[src/rtl/sum_serial_pkg.sv]
// Shared state encoding for the serial-adder sequencer.
package sum_serial_pkg;

  typedef enum logic [1:0] {
    IDLE = 2'b00,
    RUN  = 2'b01,
    DONE = 2'b10
  } state_e;

  localparam state_e ST_RESET = IDLE;

endpackage

[src/rtl/sum_serial_seq_fa_cell.sv]
// 1-bit full adder with carry flop; clr restarts the carry and en advances it.
// Sum is combinational from a/b and the stored carry; co exposes the carry flop.
module serial_fa_cell (
  input  logic clk,
  input  logic rst,
  input  logic clr,
  input  logic en,
  input  logic a,
  input  logic b,
  output logic s,
  output logic co
);

  logic carry_q;
  logic carry_d;

  assign s  = a ^ b ^ carry_q;
  assign co = carry_q;

  // Carry holds outside RUN so the final carry-out stays readable.
  always_comb begin
    carry_d = carry_q;
    if (clr) begin
      carry_d = 1'b0;
    end else if (en) begin
      carry_d = (a & b) | (carry_q & (a ^ b));
    end
  end

  always_ff @(posedge clk or negedge rst) begin
    if (!rst) begin
      carry_q <= 1'b0;
    end else begin
      carry_q <= carry_d;
    end
  end

endmodule

[src/rtl/sum_serial_seq.sv]
// Feeds two N-bit operands LSB-first through one serial full adder; result valid N cycles
// after accept. Input stalls (in_ready=0) until the result is taken; output holds until out_ready.
module sum_serial_seq
  import sum_serial_pkg::*;
#(
  parameter int N = 256
) (
  input  logic         clk,
  input  logic         rst,
  input  logic         in_valid,
  output logic         in_ready,
  input  logic [N-1:0] in_a,
  input  logic [N-1:0] in_b,
  output logic         out_valid,
  input  logic         out_ready,
  output logic [N-1:0] out_sum,
  output logic         out_cout,
  output logic         busy
);

  localparam int CNT_W = $clog2(N);

  state_e             state_q, state_d;
  logic [CNT_W-1:0]   cnt_q, cnt_d;
  logic [N-1:0]       a_sr_q, a_sr_d;
  logic [N-1:0]       b_sr_q, b_sr_d;
  logic [N-1:0]       sum_sr_q, sum_sr_d;
  logic               in_ready_q;
  logic               out_valid_q;
  logic               busy_q;
  logic               fa_clr;
  logic               fa_en;
  logic               fa_s;
  logic               fa_co;

  serial_fa_cell u_fa (
    .clk (clk),
    .rst (rst),
    .clr (fa_clr),
    .en  (fa_en),
    .a   (a_sr_q[0]),
    .b   (b_sr_q[0]),
    .s   (fa_s),
    .co  (fa_co)
  );

  always_comb begin
    state_d  = state_q;
    cnt_d    = cnt_q;
    a_sr_d   = a_sr_q;
    b_sr_d   = b_sr_q;
    sum_sr_d = sum_sr_q;
    fa_clr   = 1'b0;
    fa_en    = 1'b0;
    case (state_q)
      IDLE: begin
        if (in_valid && in_ready_q) begin
          a_sr_d  = in_a;
          b_sr_d  = in_b;
          cnt_d   = '0;
          fa_clr  = 1'b1;
          state_d = RUN;
        end
      end
      RUN: begin
        fa_en    = 1'b1;
        a_sr_d   = {1'b0, a_sr_q[N-1:1]};
        b_sr_d   = {1'b0, b_sr_q[N-1:1]};
        sum_sr_d = {fa_s, sum_sr_q[N-1:1]};
        cnt_d    = cnt_q + CNT_W'(1);
        if (cnt_q == CNT_W'(N - 1)) begin
          state_d = DONE;
        end
      end
      DONE: begin
        if (out_ready) begin
          state_d = IDLE;
        end
      end
      default: state_d = IDLE;
    endcase
  end

  // Handshake outputs are registered copies of the next state, so in_ready
  // stays low while reset is asserted and no input reaches an output combinationally.
  always_ff @(posedge clk or negedge rst) begin
    if (!rst) begin
      state_q     <= ST_RESET;
      cnt_q       <= '0;
      a_sr_q      <= '0;
      b_sr_q      <= '0;
      sum_sr_q    <= '0;
      in_ready_q  <= 1'b0;
      out_valid_q <= 1'b0;
      busy_q      <= 1'b0;
    end else begin
      state_q     <= state_d;
      cnt_q       <= cnt_d;
      a_sr_q      <= a_sr_d;
      b_sr_q      <= b_sr_d;
      sum_sr_q    <= sum_sr_d;
      in_ready_q  <= (state_d == IDLE);
      out_valid_q <= (state_d == DONE);
      busy_q      <= (state_d == RUN);
    end
  end

  assign in_ready  = in_ready_q;
  assign out_valid = out_valid_q;
  assign busy      = busy_q;
  assign out_sum   = sum_sr_q;
  assign out_cout  = fa_co;

endmodule
[config.mk]
export PLATFORM = sky130hd
export DESIGN_NAME = sum_serial_seq
export DESIGN_NICKNAME = d
export VERILOG_FILES = /design/src/rtl/sum_serial_pkg.sv /design/src/rtl/sum_serial_seq_fa_cell.sv /design/src/rtl/sum_serial_seq.sv
export SDC_FILE = /design/constraint.sdc
export NUM_CORES = 2
export LEC_CHECK = 0
export ABC_AREA = 0
export CORE_ASPECT_RATIO = 0.5
export CORE_MARGIN = 3
export CORE_UTILIZATION = 50
export CTS_CLUSTER_SIZE = 25
export DETAILED_ROUTE_END_ITERATION = 12
export HOLD_SLACK_MARGIN = 0.03
export PLACE_DENSITY = 0.87
export SYNTH_ARGS = -nofsm -noshare
export SYNTH_HDL_FRONTEND = slang
export SYNTH_SLANG_ARGS = --single-unit
[constraint.sdc]
create_clock -name clk -period 1.7 [get_ports clk]
set_input_delay 0.255 -clock clk [delete_from_list [all_inputs] [get_ports clk]]
set_output_delay 0.255 -clock clk [all_outputs]
set_load 0.02 [all_outputs]
==> results.sh <==
export IMPL_status="complete, but fails checks"
export IMPL_violations="setup timing"
export IMPL_hold_viol=0
export IMPL_p_sw_mw=27.7
export IMPL_cp_num_buf_inv=3
export IMPL_synth_area_um2=33800
export IMPL_worst_setup_path_type="register to register"
export IMPL_first_iter_violations=4080
export IMPL_grt_pass1_vias=32195
export IMPL_fin_crit_sh_pct=112
export IMPL_cp_cell_sequence="buf_4 -> nand2b_4 -> buf_16 -> buf_4 -> nand2_1 -> a31oi_1"
export IMPL_nFillCells=4387
export IMPL_p_seq_share_pct=41.0
export IMPL_cpPeakStageDelay_ps=410
export IMPL_synth_edff_count=0
export IMPL_required_ps=2250
export IMPL_grtUsageTotal_pct=32.3
export IMPL_ys_types=31
export IMPL_start_util_pct=51.3
export IMPL_fin_nets=5249
export IMPL_power_density_nw_per_um2=1540
export IMPL_dpl_cell_area_um2=43700
export IMPL_coreArea_um2=66000
export IMPL_wl_um=130000
export IMPL_tightest_slew_ps=498
export IMPL_synthCells=3982
export IMPL_synth_top_cell_by_area="dfrtp_1"
export IMPL_p_clk_share_pct=22.1
export IMPL_setup_viol=108
export IMPL_fmax_mhz=526
export IMPL_synth_common_cells="nand2_1, dfrtp_1, nor3_1"
export IMPL_path_delay_family="buffers and inverters"
export IMPL_postLayoutCellArea_um2=47900
export IMPL_cts_max_level=3
export IMPL_synthArstFlopShare_pct=100
export IMPL_grt_max_degree=93
export IMPL_drv_slew=0
export IMPL_synth_seq_area_share_pct=57.8
export IMPL_cts_root_buf="clkbuf_16"
export IMPL_synthTopCellsByArea="dfrtp_1, nand2_1, a31oi_1"
export IMPL_fin_hold_ws_ps=144
export IMPL_period_needed_ps=1900
export IMPL_sw_frac_of_total_pct=37.5
export IMPL_hold_class="input port to async pin"
export IMPL_via_count=34541
export IMPL_finish_utilization_pct=72.6
export IMPL_setup_ws_ps=-202
export IMPL_core_rowCount=66
export IMPL_dp_hpwl_um=83600
export IMPL_yosys_area_top_type_share_pct=57.8
export IMPL_skew_ps=26.1
export IMPL_cp_end_kind="register"
export IMPL_cpMaxStageDelayCell="dfrtp_2"
export IMPL_peakVddDrop_uv=854
export IMPL_clock_sinks=782
export IMPL_cts_buffers=70
export IMPL_clock_latency_ps=650
export IMPL_area_growth_pct=41.6
export IMPL_syn_area_per_cell_um2=8.50
export IMPL_drcViolationCount=0
export IMPL_crit_top_cell="buf_4"
export IMPL_synth_ff_type="dfrtp_1"
export IMPL_io_pins=776
export IMPL_p_comb_share_pct=37.0
export IMPL_maxCapViolCount=0
export IMPL_die_h_um=190
export IMPL_clkTransAtPathRegs_ps=70
export IMPL_via_per_inst=6.06
export IMPL_wl_per_cell_um=22.9
export IMPL_place_gp_congestion=0.936
export IMPL_antenna_found_initial=39
export IMPL_drive_gt1_share_pct=9.69
export IMPL_yosysWarnings=0
export IMPL_cp_start_kind="register"
export IMPL_ys_ff_latch=782
export IMPL_dieArea_um2=71000
export IMPL_syn_nets=4500
export IMPL_path_depth=6
export IMPL_arrival_ps=2460
export IMPL_rsz0062_at_grt="yes"
export IMPL_cts_tree="done"
export IMPL_dr_pass1_iters=8
export IMPL_critPathMaxFanout=57
export IMPL_antenna_left=0
export IMPL_cts_max_path_buffers=3
export IMPL_port_buffer_count=775
export IMPL_die_w_um=374
export IMPL_synth_most_common_cell="nand2_1"
export IMPL_p_int_mw=46.2
export IMPL_overflow=0
export IMPL_p_leak_nw=22.5
export IMPL_grt_pass1_wl_um=180000
export IMPL_rr_worst_depth=6
export IMPL_slew_headroom_pct=66.8
## registers in the layout, summed over array words and instances (netlist names)
name,count
b_sr_q,256
cnt_q,8
u_fa.co,1
out_sum,256
busy,1
state_q,2
out_valid,1
a_sr_q,256
in_ready,1
## cell type report
type                            count  area (um2)  share of cell area (%)
Clock inverter                     28         269                   0.561
Timing Repair Buffer             1021       11400                    23.8
Inverter                            1        3.75                 0.00783
Sequential cell                   782       19600                    40.8
Multi-Input combinational cell   2855       13500                    28.1
Tap cell                          884        1110                    2.31
Clock buffer                       93        1990                    4.15
Antenna cell                       36        90.1                   0.188
## power by group through the flow
stage	clock network, mW	logic (mW)	registers [mW]
2_1_floorplan	0	14.5	29.2
5_1_grt	17.2	29.5	30.9
6_report	16.3	27.3	30.3
4_1_cts	16.3	23.4	29.9
3_5_place_dp	0	23.2	30.1
3_3_place_gp	0	22.0	29.7
## metrics by stage
step / setup slack, ps / power [mW] / std cells / TNS, ps
detailed placement: -168 / 53.3 / 5485 / -49540
CTS: -21.2 / 69.6 / 5616 / -440
global placement: -108 / 51.7 / 5485 / -35130
floorplan: 177 / 43.7 / 3982 / 0
finish: -202 / 74.0 / 5700 / -2890
global route: -277 / 77.5 / 5699 / -9580
## cells in the final DEF (no fill, tap or decap), drive strengths merged, types with 3 or more instances in the layout
master | synthesis | layout
a21o | 3 | 3
a31oi | 510 | 510
buf | 145 | 209
bufinv | 0 | 3
clkbuf | 199 | 140
clkdlybuf4s15 | 0 | 27
clkdlybuf4s50 | 0 | 514
clkinv | 0 | 13
clkinvlp | 0 | 8
dfrtp | 782 | 782
diode | 0 | 36
dlygate4sd2 | 0 | 222
inv | 1 | 5
mux2i | 5 | 5
nand2 | 1796 | 1796
nand2b | 3 | 3
nor3 | 511 | 511
o21ai | 4 | 4
## cells by family after synthesis
kind of cell,after synthesis,share of synthesized area (%)
simple gates,2323,27.8
flops,782,57.8
compound gates,524,9.72
buf+inv,345,4.38
mux,6,0.181
fa+ha+maj,2,0.0962
## repair_timing
item | in CTS | in global routing
buffers inserted | 6 | 6
gates cloned | 3 | 44
hold buffers | 1 | 0
gates resized for setup | 303 | 171
hold endpoints to repair | 405 | 0
pin swaps | 2 | 9
setup endpoints to repair | 274 | 541
## worst register-to-register path, cell delays in order (launching register included)
cell      delay (ps)
dfrtp_2          410
buf_4            130
nand2b_4         160
buf_16           250
buf_4            310
nand2_1          270
a31oi_1          300
## metal layers
layer | track usage (%) | share of wire [%] | vias up | routed length [um]
met1 | 39.5 | 35 | 16526 | 45700
met3 | 6.19 | 9.1 | 719 | 11900
met4 | 22.3 | 8.1 | 10 | 10500
li1 | - | - | 14950 | -
met5 | 0 | 0.051 | - | 66
met2 | 52.4 | 48 | 2336 | 62200
## path summary, 6_finish.rpt
path                       slack, ps    startpoint            to
min in group clk                 180     in_a[216]   a_sr_q[216]
min reg2reg                      480  out_sum[149]  out_sum[148]
max                             -200    state_q[1]    b_sr_q[58]
max reg2reg                     -200    state_q[1]    b_sr_q[58]
max in group asynchronous        720           rst    state_q[1]
min                              140           rst   a_sr_q[143]
Power figures use the tool's default switching activity.
